$ cat src/rtl/dcache_port_arbiter_pkg.sv
// Shared types and constants for the Dcache port arbiter and its store buffer.
package dcache_port_arbiter_pkg;

  localparam int ADDR_W   = 64;
  localparam int DATA_W   = 64;
  localparam int PR_W     = 7;
  localparam int AR_W     = 5;
  // Lowest address bit that distinguishes two 64-bit words.
  localparam int WORD_LSB = 3;

  typedef enum logic [1:0] {
    IDLE    = 2'd0,
    LD_BUSY = 2'd1,
    ST_BUSY = 2'd2
  } arb_state_e;

  typedef enum logic [1:0] {
    SEL_NONE = 2'd0,
    SEL_LD   = 2'd1,
    SEL_ST   = 2'd2
  } arb_sel_e;

  // True when both addresses fall in the same aligned 64-bit word.
  function automatic logic same_word(input logic [ADDR_W-1:0] a,
                                     input logic [ADDR_W-1:0] b);
    return a[ADDR_W-1:WORD_LSB] == b[ADDR_W-1:WORD_LSB];
  endfunction

endpackage

$ cat src/rtl/dcache_port_arbiter_if.sv
// LSQ load port, retired-store port, buffer status and Dcache command bus.
interface dcache_port_arbiter_if #(parameter int SB_DEPTH = 4);
  import dcache_port_arbiter_pkg::*;

  logic                      lsq_rd_req;
  logic [ADDR_W-1:0]         lsq_rd_addr;
  logic [PR_W-1:0]           lsq_rd_pr_idx;
  logic [AR_W-1:0]           lsq_rd_ar_idx;
  logic                      lsq_rd_grant;

  logic                      st_retire_valid;
  logic [ADDR_W-1:0]         st_retire_addr;
  logic [DATA_W-1:0]         st_retire_value;

  logic                      sb_full;
  logic [$clog2(SB_DEPTH):0] sb_count;
  logic                      sb_overflow;

  logic                      mem_ready;
  logic                      mem_ack;
  logic                      Dcache_rd_mem;
  logic                      Dcache_wr_mem;
  logic [ADDR_W-1:0]         Dcache_addr;
  logic [DATA_W-1:0]         Dcache_st_value;
  logic [PR_W-1:0]           Dcache_pr_idx;
  logic [AR_W-1:0]           Dcache_ar_idx;

  // Arbiter side.
  modport master (
    input  lsq_rd_req, lsq_rd_addr, lsq_rd_pr_idx, lsq_rd_ar_idx,
    input  st_retire_valid, st_retire_addr, st_retire_value,
    input  mem_ready, mem_ack,
    output lsq_rd_grant, sb_full, sb_count, sb_overflow,
    output Dcache_rd_mem, Dcache_wr_mem, Dcache_addr, Dcache_st_value,
    output Dcache_pr_idx, Dcache_ar_idx
  );

  // LSQ / retire / Dcache side.
  modport slave (
    output lsq_rd_req, lsq_rd_addr, lsq_rd_pr_idx, lsq_rd_ar_idx,
    output st_retire_valid, st_retire_addr, st_retire_value,
    output mem_ready, mem_ack,
    input  lsq_rd_grant, sb_full, sb_count, sb_overflow,
    input  Dcache_rd_mem, Dcache_wr_mem, Dcache_addr, Dcache_st_value,
    input  Dcache_pr_idx, Dcache_ar_idx
  );

endinterface

$ cat src/rtl/store_buffer_fifo.sv
// Retired-store FIFO: wrapping head/tail pointers, sticky overflow flag and a
// per-entry same-word match vector used for load/store conflict detection.
module store_buffer_fifo
  import dcache_port_arbiter_pkg::*;
#(
  parameter  int DEPTH = 4,
  localparam int PTR_W = $clog2(DEPTH)
) (
  input  logic              clk,
  input  logic              rst_n,
  input  logic              push_i,
  input  logic [ADDR_W-1:0] push_addr_i,
  input  logic [DATA_W-1:0] push_value_i,
  input  logic              pop_i,
  input  logic [ADDR_W-1:0] cmp_addr_i,
  output logic [ADDR_W-1:0] head_addr_o,
  output logic [DATA_W-1:0] head_value_o,
  output logic              full_o,
  output logic              empty_o,
  output logic [PTR_W:0]    count_o,
  output logic              overflow_o,
  output logic [DEPTH-1:0]  match_o
);

  localparam logic [PTR_W:0] FULL_CNT = (PTR_W+1)'(DEPTH);

  logic [PTR_W-1:0]  head_q, head_d, tail_q, tail_d;
  logic [PTR_W:0]    count_q, count_d;
  logic              overflow_q, overflow_d;
  logic              do_push, do_pop;
  logic [DEPTH-1:0]  valid;
  logic [ADDR_W-1:0] addr_mem  [DEPTH];
  logic [DATA_W-1:0] value_mem [DEPTH];

  assign full_o       = (count_q == FULL_CNT);
  assign empty_o      = (count_q == '0);
  assign count_o      = count_q;
  assign overflow_o   = overflow_q;
  assign head_addr_o  = addr_mem[head_q];
  assign head_value_o = value_mem[head_q];

  // A pop frees the slot this cycle, so a push while full is legal with a pop.
  assign do_pop  = pop_i && !empty_o;
  assign do_push = push_i && (!full_o || do_pop);

  // Entry i is live when its distance from head is below the occupancy.
  for (genvar i = 0; i < DEPTH; i++) begin : g_match
    logic [PTR_W-1:0] rel;
    assign rel        = PTR_W'(i) - head_q;
    assign valid[i]   = {1'b0, rel} < count_q;
    assign match_o[i] = valid[i] && same_word(addr_mem[i], cmp_addr_i);
  end

  // Next pointer/count/overflow values.
  always_comb begin
    // NOTE: every comb output gets a default first so no path leaves it unassigned (no latch).
    head_d     = head_q;
    tail_d     = tail_q;
    count_d    = count_q;
    overflow_d = overflow_q | (push_i && full_o && !do_pop);
    if (do_push) tail_d = tail_q + 1'b1;
    if (do_pop)  head_d = head_q + 1'b1;
    if (do_push && !do_pop)      count_d = count_q + 1'b1;
    else if (do_pop && !do_push) count_d = count_q - 1'b1;
  end

  // Control state register.
  always_ff @(posedge clk or negedge rst_n) begin
    // NOTE: sequential state uses <= so every flop samples pre-edge values; comb logic uses =.
    if (!rst_n) begin
      head_q     <= '0;
      tail_q     <= '0;
      count_q    <= '0;
      overflow_q <= 1'b0;
    end else begin
      head_q     <= head_d;
      tail_q     <= tail_d;
      count_q    <= count_d;
      overflow_q <= overflow_d;
    end
  end

  // Entry storage.
  // NOTE: storage is deliberately not reset; the valid window (head/count) masks stale data.
  always_ff @(posedge clk) begin
    if (do_push) begin
      addr_mem[tail_q]  <= push_addr_i;
      value_mem[tail_q] <= push_value_i;
    end
  end

endmodule

$ cat src/rtl/dcache_port_arbiter.sv
// Single-port Dcache arbiter between LSQ loads and buffered retired stores.
// One command outstanding at a time; stores win when the buffer is full or
// loads have bypassed them STARVE_LIM times in a row.
module dcache_port_arbiter
  import dcache_port_arbiter_pkg::*;
#(
  parameter int SB_DEPTH   = 4,
  parameter int STARVE_LIM = 4
) (
  input  logic                  clk,
  input  logic                  rst_n,
  dcache_port_arbiter_if.master bus
);

  localparam int               CNT_W      = $clog2(SB_DEPTH) + 1;
  localparam int               STV_W      = $clog2(STARVE_LIM + 1);
  localparam logic [STV_W-1:0] STARVE_MAX = STV_W'(STARVE_LIM);

  arb_state_e        state_q, state_d;
  arb_sel_e          sel;
  logic [STV_W-1:0]  starve_q, starve_d;
  logic              rd_q, rd_d, wr_q, wr_d;
  logic [ADDR_W-1:0] addr_q, addr_d;
  logic [DATA_W-1:0] value_q, value_d;
  logic [PR_W-1:0]   pr_q, pr_d;
  logic [AR_W-1:0]   ar_q, ar_d;
  logic              ack_ok, sb_pop, sb_empty, sb_full, conflict;
  logic [CNT_W-1:0]  sb_count;
  logic [ADDR_W-1:0] head_addr;
  logic [DATA_W-1:0] head_value;
  logic [SB_DEPTH-1:0] match;

  store_buffer_fifo #(.DEPTH(SB_DEPTH)) u_sbuf (
    .clk          (clk),
    .rst_n        (rst_n),
    .push_i       (bus.st_retire_valid),
    .push_addr_i  (bus.st_retire_addr),
    .push_value_i (bus.st_retire_value),
    .pop_i        (sb_pop),
    .cmp_addr_i   (bus.lsq_rd_addr),
    .head_addr_o  (head_addr),
    .head_value_o (head_value),
    .full_o       (sb_full),
    .empty_o      (sb_empty),
    .count_o      (sb_count),
    .overflow_o   (bus.sb_overflow),
    .match_o      (match)
  );

  assign conflict        = |match;
  assign bus.lsq_rd_grant = (sel == SEL_LD);
  assign bus.sb_full     = sb_full;
  assign bus.sb_count    = sb_count;
  assign bus.Dcache_rd_mem   = rd_q;
  assign bus.Dcache_wr_mem   = wr_q;
  assign bus.Dcache_addr     = addr_q;
  assign bus.Dcache_st_value = value_q;
  assign bus.Dcache_pr_idx   = pr_q;
  assign bus.Dcache_ar_idx   = ar_q;

  // Selection, FSM next state, starvation counter and command fields.
  always_comb begin
    sel      = SEL_NONE;
    state_d  = state_q;
    starve_d = starve_q;
    rd_d     = 1'b0;
    wr_d     = 1'b0;
    addr_d   = addr_q;
    value_d  = value_q;
    pr_d     = pr_q;
    ar_d     = ar_q;

    if (state_q == IDLE && bus.mem_ready) begin
      if (!sb_empty && (sb_full || starve_q == STARVE_MAX)) sel = SEL_ST;
      else if (bus.lsq_rd_req && !conflict)                sel = SEL_LD;
      else if (!sb_empty)                                  sel = SEL_ST;
    end

    // The command pulse cycle itself never counts as an acknowledge.
    ack_ok = bus.mem_ack && (state_q != IDLE) && !(rd_q || wr_q);
    sb_pop = ack_ok && (state_q == ST_BUSY);

    unique case (state_q)
      IDLE: begin
        if (sel == SEL_LD)      state_d = LD_BUSY;
        else if (sel == SEL_ST) state_d = ST_BUSY;
      end
      LD_BUSY, ST_BUSY: if (ack_ok) state_d = IDLE;
      default: state_d = IDLE;
    endcase

    if (sb_empty || sel == SEL_ST)             starve_d = '0;
    else if (sel == SEL_LD && starve_q != STARVE_MAX) starve_d = starve_q + 1'b1;

    if (sel == SEL_LD) begin
      rd_d   = 1'b1;
      addr_d = bus.lsq_rd_addr;
      pr_d   = bus.lsq_rd_pr_idx;
      ar_d   = bus.lsq_rd_ar_idx;
    end else if (sel == SEL_ST) begin
      wr_d    = 1'b1;
      addr_d  = head_addr;
      value_d = head_value;
      pr_d    = '0;
      ar_d    = '0;
    end
  end

  // FSM, counter and registered Dcache command.
  always_ff @(posedge clk or negedge rst_n) begin
    if (!rst_n) begin
      state_q  <= IDLE;
      starve_q <= '0;
      rd_q     <= 1'b0;
      wr_q     <= 1'b0;
      addr_q   <= '0;
      value_q  <= '0;
      pr_q     <= '0;
      ar_q     <= '0;
    end else begin
      state_q  <= state_d;
      starve_q <= starve_d;
      rd_q     <= rd_d;
      wr_q     <= wr_d;
      addr_q   <= addr_d;
      value_q  <= value_d;
      pr_q     <= pr_d;
      ar_q     <= ar_d;
    end
  end

endmodule

$ cat src/flat_wrapper.sv
// flat-port wrapper written by rule: the top's interface ports become plain ports
module dcache_port_arbiter_flat import dcache_port_arbiter_pkg::*;
#(
  parameter int SB_DEPTH   = 4,
  parameter int STARVE_LIM = 4
)
  (clk, rst_n, bus_lsq_rd_req, bus_lsq_rd_addr, bus_lsq_rd_pr_idx, bus_lsq_rd_ar_idx, bus_st_retire_valid, bus_st_retire_addr, bus_st_retire_value, bus_mem_ready, bus_mem_ack, bus_lsq_rd_grant, bus_sb_full, bus_sb_count, bus_sb_overflow, bus_Dcache_rd_mem, bus_Dcache_wr_mem, bus_Dcache_addr, bus_Dcache_st_value, bus_Dcache_pr_idx, bus_Dcache_ar_idx);
  dcache_port_arbiter_if #(.SB_DEPTH(SB_DEPTH)) bus_i ();
  input  logic clk;
  input  logic rst_n;
  input wire logic [$bits(bus_i.lsq_rd_req)-1:0] bus_lsq_rd_req;
  input wire logic [$bits(bus_i.lsq_rd_addr)-1:0] bus_lsq_rd_addr;
  input wire logic [$bits(bus_i.lsq_rd_pr_idx)-1:0] bus_lsq_rd_pr_idx;
  input wire logic [$bits(bus_i.lsq_rd_ar_idx)-1:0] bus_lsq_rd_ar_idx;
  input wire logic [$bits(bus_i.st_retire_valid)-1:0] bus_st_retire_valid;
  input wire logic [$bits(bus_i.st_retire_addr)-1:0] bus_st_retire_addr;
  input wire logic [$bits(bus_i.st_retire_value)-1:0] bus_st_retire_value;
  input wire logic [$bits(bus_i.mem_ready)-1:0] bus_mem_ready;
  input wire logic [$bits(bus_i.mem_ack)-1:0] bus_mem_ack;
  output wire logic [$bits(bus_i.lsq_rd_grant)-1:0] bus_lsq_rd_grant;
  output wire logic [$bits(bus_i.sb_full)-1:0] bus_sb_full;
  output wire logic [$bits(bus_i.sb_count)-1:0] bus_sb_count;
  output wire logic [$bits(bus_i.sb_overflow)-1:0] bus_sb_overflow;
  output wire logic [$bits(bus_i.Dcache_rd_mem)-1:0] bus_Dcache_rd_mem;
  output wire logic [$bits(bus_i.Dcache_wr_mem)-1:0] bus_Dcache_wr_mem;
  output wire logic [$bits(bus_i.Dcache_addr)-1:0] bus_Dcache_addr;
  output wire logic [$bits(bus_i.Dcache_st_value)-1:0] bus_Dcache_st_value;
  output wire logic [$bits(bus_i.Dcache_pr_idx)-1:0] bus_Dcache_pr_idx;
  output wire logic [$bits(bus_i.Dcache_ar_idx)-1:0] bus_Dcache_ar_idx;
  assign bus_i.lsq_rd_req = bus_lsq_rd_req;
  assign bus_i.lsq_rd_addr = bus_lsq_rd_addr;
  assign bus_i.lsq_rd_pr_idx = bus_lsq_rd_pr_idx;
  assign bus_i.lsq_rd_ar_idx = bus_lsq_rd_ar_idx;
  assign bus_i.st_retire_valid = bus_st_retire_valid;
  assign bus_i.st_retire_addr = bus_st_retire_addr;
  assign bus_i.st_retire_value = bus_st_retire_value;
  assign bus_i.mem_ready = bus_mem_ready;
  assign bus_i.mem_ack = bus_mem_ack;
  assign bus_lsq_rd_grant = bus_i.lsq_rd_grant;
  assign bus_sb_full = bus_i.sb_full;
  assign bus_sb_count = bus_i.sb_count;
  assign bus_sb_overflow = bus_i.sb_overflow;
  assign bus_Dcache_rd_mem = bus_i.Dcache_rd_mem;
  assign bus_Dcache_wr_mem = bus_i.Dcache_wr_mem;
  assign bus_Dcache_addr = bus_i.Dcache_addr;
  assign bus_Dcache_st_value = bus_i.Dcache_st_value;
  assign bus_Dcache_pr_idx = bus_i.Dcache_pr_idx;
  assign bus_Dcache_ar_idx = bus_i.Dcache_ar_idx;
  dcache_port_arbiter #(.SB_DEPTH(SB_DEPTH), .STARVE_LIM(STARVE_LIM)) u_core (.clk(clk), .rst_n(rst_n), .bus(bus_i));
endmodule
$ cat config.mk
export PLATFORM = sky130hd
export DESIGN_NAME = dcache_port_arbiter_flat
export DESIGN_NICKNAME = d
export VERILOG_FILES = /design/src/rtl/dcache_port_arbiter_pkg.sv /design/src/rtl/dcache_port_arbiter_if.sv /design/src/rtl/store_buffer_fifo.sv /design/src/rtl/dcache_port_arbiter.sv /design/src/flat_wrapper.sv
export SDC_FILE = /design/constraint.sdc
export NUM_CORES = 1
export LEC_CHECK = 0
export CORE_MARGIN = 1.5
export CORE_UTILIZATION = 56
export DETAILED_ROUTE_END_ITERATION = 16
export PLACE_DENSITY = 0.81
export SLEW_MARGIN = 5
export SYNTH_ARGS = -nofsm -noshare
export SYNTH_HDL_FRONTEND = slang
export SYNTH_SLANG_ARGS = --single-unit
export TNS_END_PERCENT = 50
$ cat constraint.sdc
create_clock -name clk -period 6.2 [get_ports clk]
set_input_delay 1.24 -clock clk [delete_from_list [all_inputs] [get_ports clk]]
set_output_delay 1.24 -clock clk [all_outputs]
set_load 0.1 [all_outputs]
==> flow_summary.ini <==
[run_status]
status = complete, no violations

[worst_setup_path]
endpoint_kind = primary output
critical_path.top_delay_family = simple AND/OR/NAND/NOR gates
critPathSlowestCell = clkdlybuf4s50_1
crit_path_cell_trace = clkdlybuf4s50_1 > xnor2_1 > nand4_1 > nor4_1 > o2111ai_1 > nor4_1 > nor3_1 > a31o_1 > ha_4 > buf_12
cp.required_ns = 4.96
critPathBufInv = 2
crit_top_cell = nor4_1
crit_fanout = 5
cp_data_arrival_time_ns = 4.22
start_kind = input port
critPathKind = in -> out
slowest_delay_ns = 0.57

[die]
die_h_um = 227
ioPinCount = 358
rows = 81
core_area_mm2 = 0.0492
die_x_um = 227
die-area_mm2 = 0.0514
start_util = 0.570

[layout]
fillers = 3121
num-nets-final = 2185
final_area_mm2 = 0.0346
syn2layout_area_growth_pct = 23.6
layout-drive-gt1-share = 0.165

[global_routing]
grt_pass1_vias = 16600
grtUsageMet2 = 0.491
track_usage = 0.298
grt_util_met1 = 0.385
grt_overflow = 0
grt_max_degree = 113
grt_pass1_wl_um = 108000
antenna_found_initial = 15
grtUsageMet3 = 0.0800
top_usage_layer = met2

[placement]
dp_hpwl_um = 49900
port-buffer-count = 357
place_congestion = 0.964
dpl_cell_area_mm2 = 0.0323

[synthesis]
ys_seq_area_frac = 0.687
synth_cell_types = 38
synth_flop_cell = edfxtp_1
syn-num-nets = 1854
synthArstFlopShare = 0.232
yosys_register_bits = 667
synthCells = 1628
synth_warnings = 0
syn_area_mm2 = 0.0280
avgSynthCellArea_um2 = 17.2
synth_edf_count = 512

[sta]
maxSlewViolCount = 0
skew_ns = 0.0247
setup_tns_ns = 0
max_freq_mhz = 183
setup_viol = 0
period_share = 0.880
layout_min_cycle_time_ns = 5.46
finalHoldViolations = 0
maxSlewHeadroom = 0.262
rsz0062_at_grt = no
tightest_slew_ns = 1.10

[detailed_routing]
drt-initial-drc-count = 1478
post_drt_wl_per_cell_um = 28.0
wl_um = 75200
ant_nets = 0
drc = 0
first_pass_iters = 6
vias = 16000
viasPerCell = 5.93

[power_and_ir_drop]
p_leak_nw = 11.8
swShare = 0.425
pwr-share-comb = 0.440
vdd_drop_max_uv = 402
pwr_density_cell_mw_per_mm2 = 563
p_int_mw = 11.2
seqPwrFrac = 0.345
power_frac_clock = 0.215
switchingPower_mw = 8.28

[cts]
cts_resized = 0
clock_latency_ns = 0.61
clockBufferDepth = 3
clkTransAtPathRegs_ns = 0.06
cts_hold_buf = 0
root_buffer = clkbuf_16
cts_tree = built
postCtsSetupRepairBufs = 0
htreeDepth = 3
clock_sinks = 667
cts_made_buffers = 71

[run]
cap_violations = 0

[hold_path]
min_path_type = reg -> reg
[flip-flops by register name, indices dropped and copies added, names as in the netlist]
register	count
u_core.starve_q	3
u_core.u_sbuf.count_o	3
u_core.bus.Dcache_st_value	64
u_core.u_sbuf.head_q	2
u_core.u_sbuf.tail_q	2
u_core.u_sbuf.overflow_o	1
u_core.state_q	2
u_core.bus.Dcache_rd_mem	1
u_core.bus.Dcache_wr_mem	1
u_core.u_sbuf.value_mem	256
u_core.u_sbuf.addr_mem	256
u_core.bus.Dcache_addr	64
u_core.bus.Dcache_ar_idx	5
u_core.bus.Dcache_pr_idx	7
[through the flow]
step	setup WS (ns)	hold WS, ns	utilization	cells	power (mW)
floorplan	0.498	0.449	-	1628	13.0
CTS	0.767	0.469	0.704	2682	19.6
global route	0.589	0.487	0.704	2685	20.2
finish	0.743	0.469	0.705	2691	19.5
global placement	0.846	0.445	0.657	2550	15.2
detailed placement	0.774	0.452	0.657	2550	15.4
[Yosys cell counts (36+ instances only)]
master / instances / area share
mux2_2: 65 / 0.026
xnor2_1: 136 / 0.043
nor4_1: 36 / 0.0080
edfxtp_1: 512 / 0.55
mux4_2: 128 / 0.10
nand2_1: 96 / 0.013
o21ai_1: 58 / 0.010
dfrtp_1: 155 / 0.14
clkbuf_1: 60 / 0.0080
buf_2: 45 / 0.0080
nand4_1: 37 / 0.0083
mux2i_1: 64 / 0.023
xor2_1: 116 / 0.036
[layout make-up]
type                       count  area, µm²  share of cell area
sequential                   667      19300               0.556
clock buffer                 100       2050              0.0593
antenna                        9       22.5            0.000650
timing repair buffer         384       3930               0.113
multi-input combinational    822       8220               0.237
clock inverter                32        267             0.00770
tap                          664        831              0.0240
inverter                      13       48.8             0.00141
[worst register-to-register path, stage by stage, from the launching register on]
cell      delay, ns
dfrtp_4        0.67
buf_12         0.59
ha_1           0.30
a21oi_1        0.10
nand4_1        0.13
o41ai_2        0.08
nor3_1         0.49
and3_1         0.29
ha_4           0.18
buf_12         0.46
a21boi_0       0.43
nor2_1         0.07
a21oi_1        0.12
nor3_1         0.06
[cell usage in the layout (no fill, tap or decap), types with 4 or more instances in the layout]
cell type	instances
clkdlybuf4s50_1	355
a21oi_1	7
bufinv_16	4
mux2i_1	64
buf_4	16
nor2_1	5
clkbuf_8	6
mux4_2	128
nand4_1	37
ha_1	13
clkinv_2	11
nand2_1	96
nor4_1	36
mux2_2	65
xnor2_1	136
clkbuf_16	76
nand3_1	5
clkinv_1	13
o21ai_0	23
dfrtp_1	153
buf_12	12
inv_1	13
clkbuf_1	18
edfxtp_1	512
diode_2	9
and2_4	4
xor2_1	116
o21ai_1	58
nor3_1	7
[layer usage]
metal | part of all wire | wire [µm] | vias to the layer above
met1 | 0.38 | 28600 | 8198
met5 | 0.0017 | 131 | -
met3 | 0.091 | 6860 | 138
li1 | - | - | 6865
met4 | 0.027 | 2030 | 18
met2 | 0.50 | 37600 | 741
[worst paths after layout]
kind	start	depth (start not counted)	slack (ns)	endpoint
worst max-delay path	bus_lsq_rd_addr[19]	10	0.74	bus_lsq_rd_grant
worst min-delay path	u_core.u_sbuf.overflow_o	1	0.47	u_core.u_sbuf.overflow_o
worst max register to register	u_core.u_sbuf.head_q[1]	13	2.05	u_core.starve_q[1]
worst min register to register	u_core.u_sbuf.overflow_o	1	0.47	u_core.u_sbuf.overflow_o
max in group asynchronous	rst_n	2	4.53	u_core.bus.Dcache_st_value[22]
min in group asynchronous	rst_n	1	0.68	u_core.bus.Dcache_addr[18]
[kinds of logic after synthesis]
kind of cell | count (synthesis) | synth area share
AO/OA/AOI/OAI | 98 | 0.0189
AND/OR/NAND/NOR | 199 | 0.0351
XOR/XNOR | 252 | 0.0788
buffers and inverters | 139 | 0.0208
multiplexers | 257 | 0.152
adder cells (fa/ha/maj) | 16 | 0.00741
flip-flops | 667 | 0.687
[power groups by stage]
stage	Clock [mW]	Combinational [mW]	Sequential (mW)
after floorplan	0	2.97	9.99
after global placement	0	8.50	6.70
after detailed placement	0	8.58	6.77
after CTS	4.23	8.64	6.72
after global routing	4.40	8.95	6.82
final	4.18	8.58	6.73
Power figures use the tool's default switching activity.
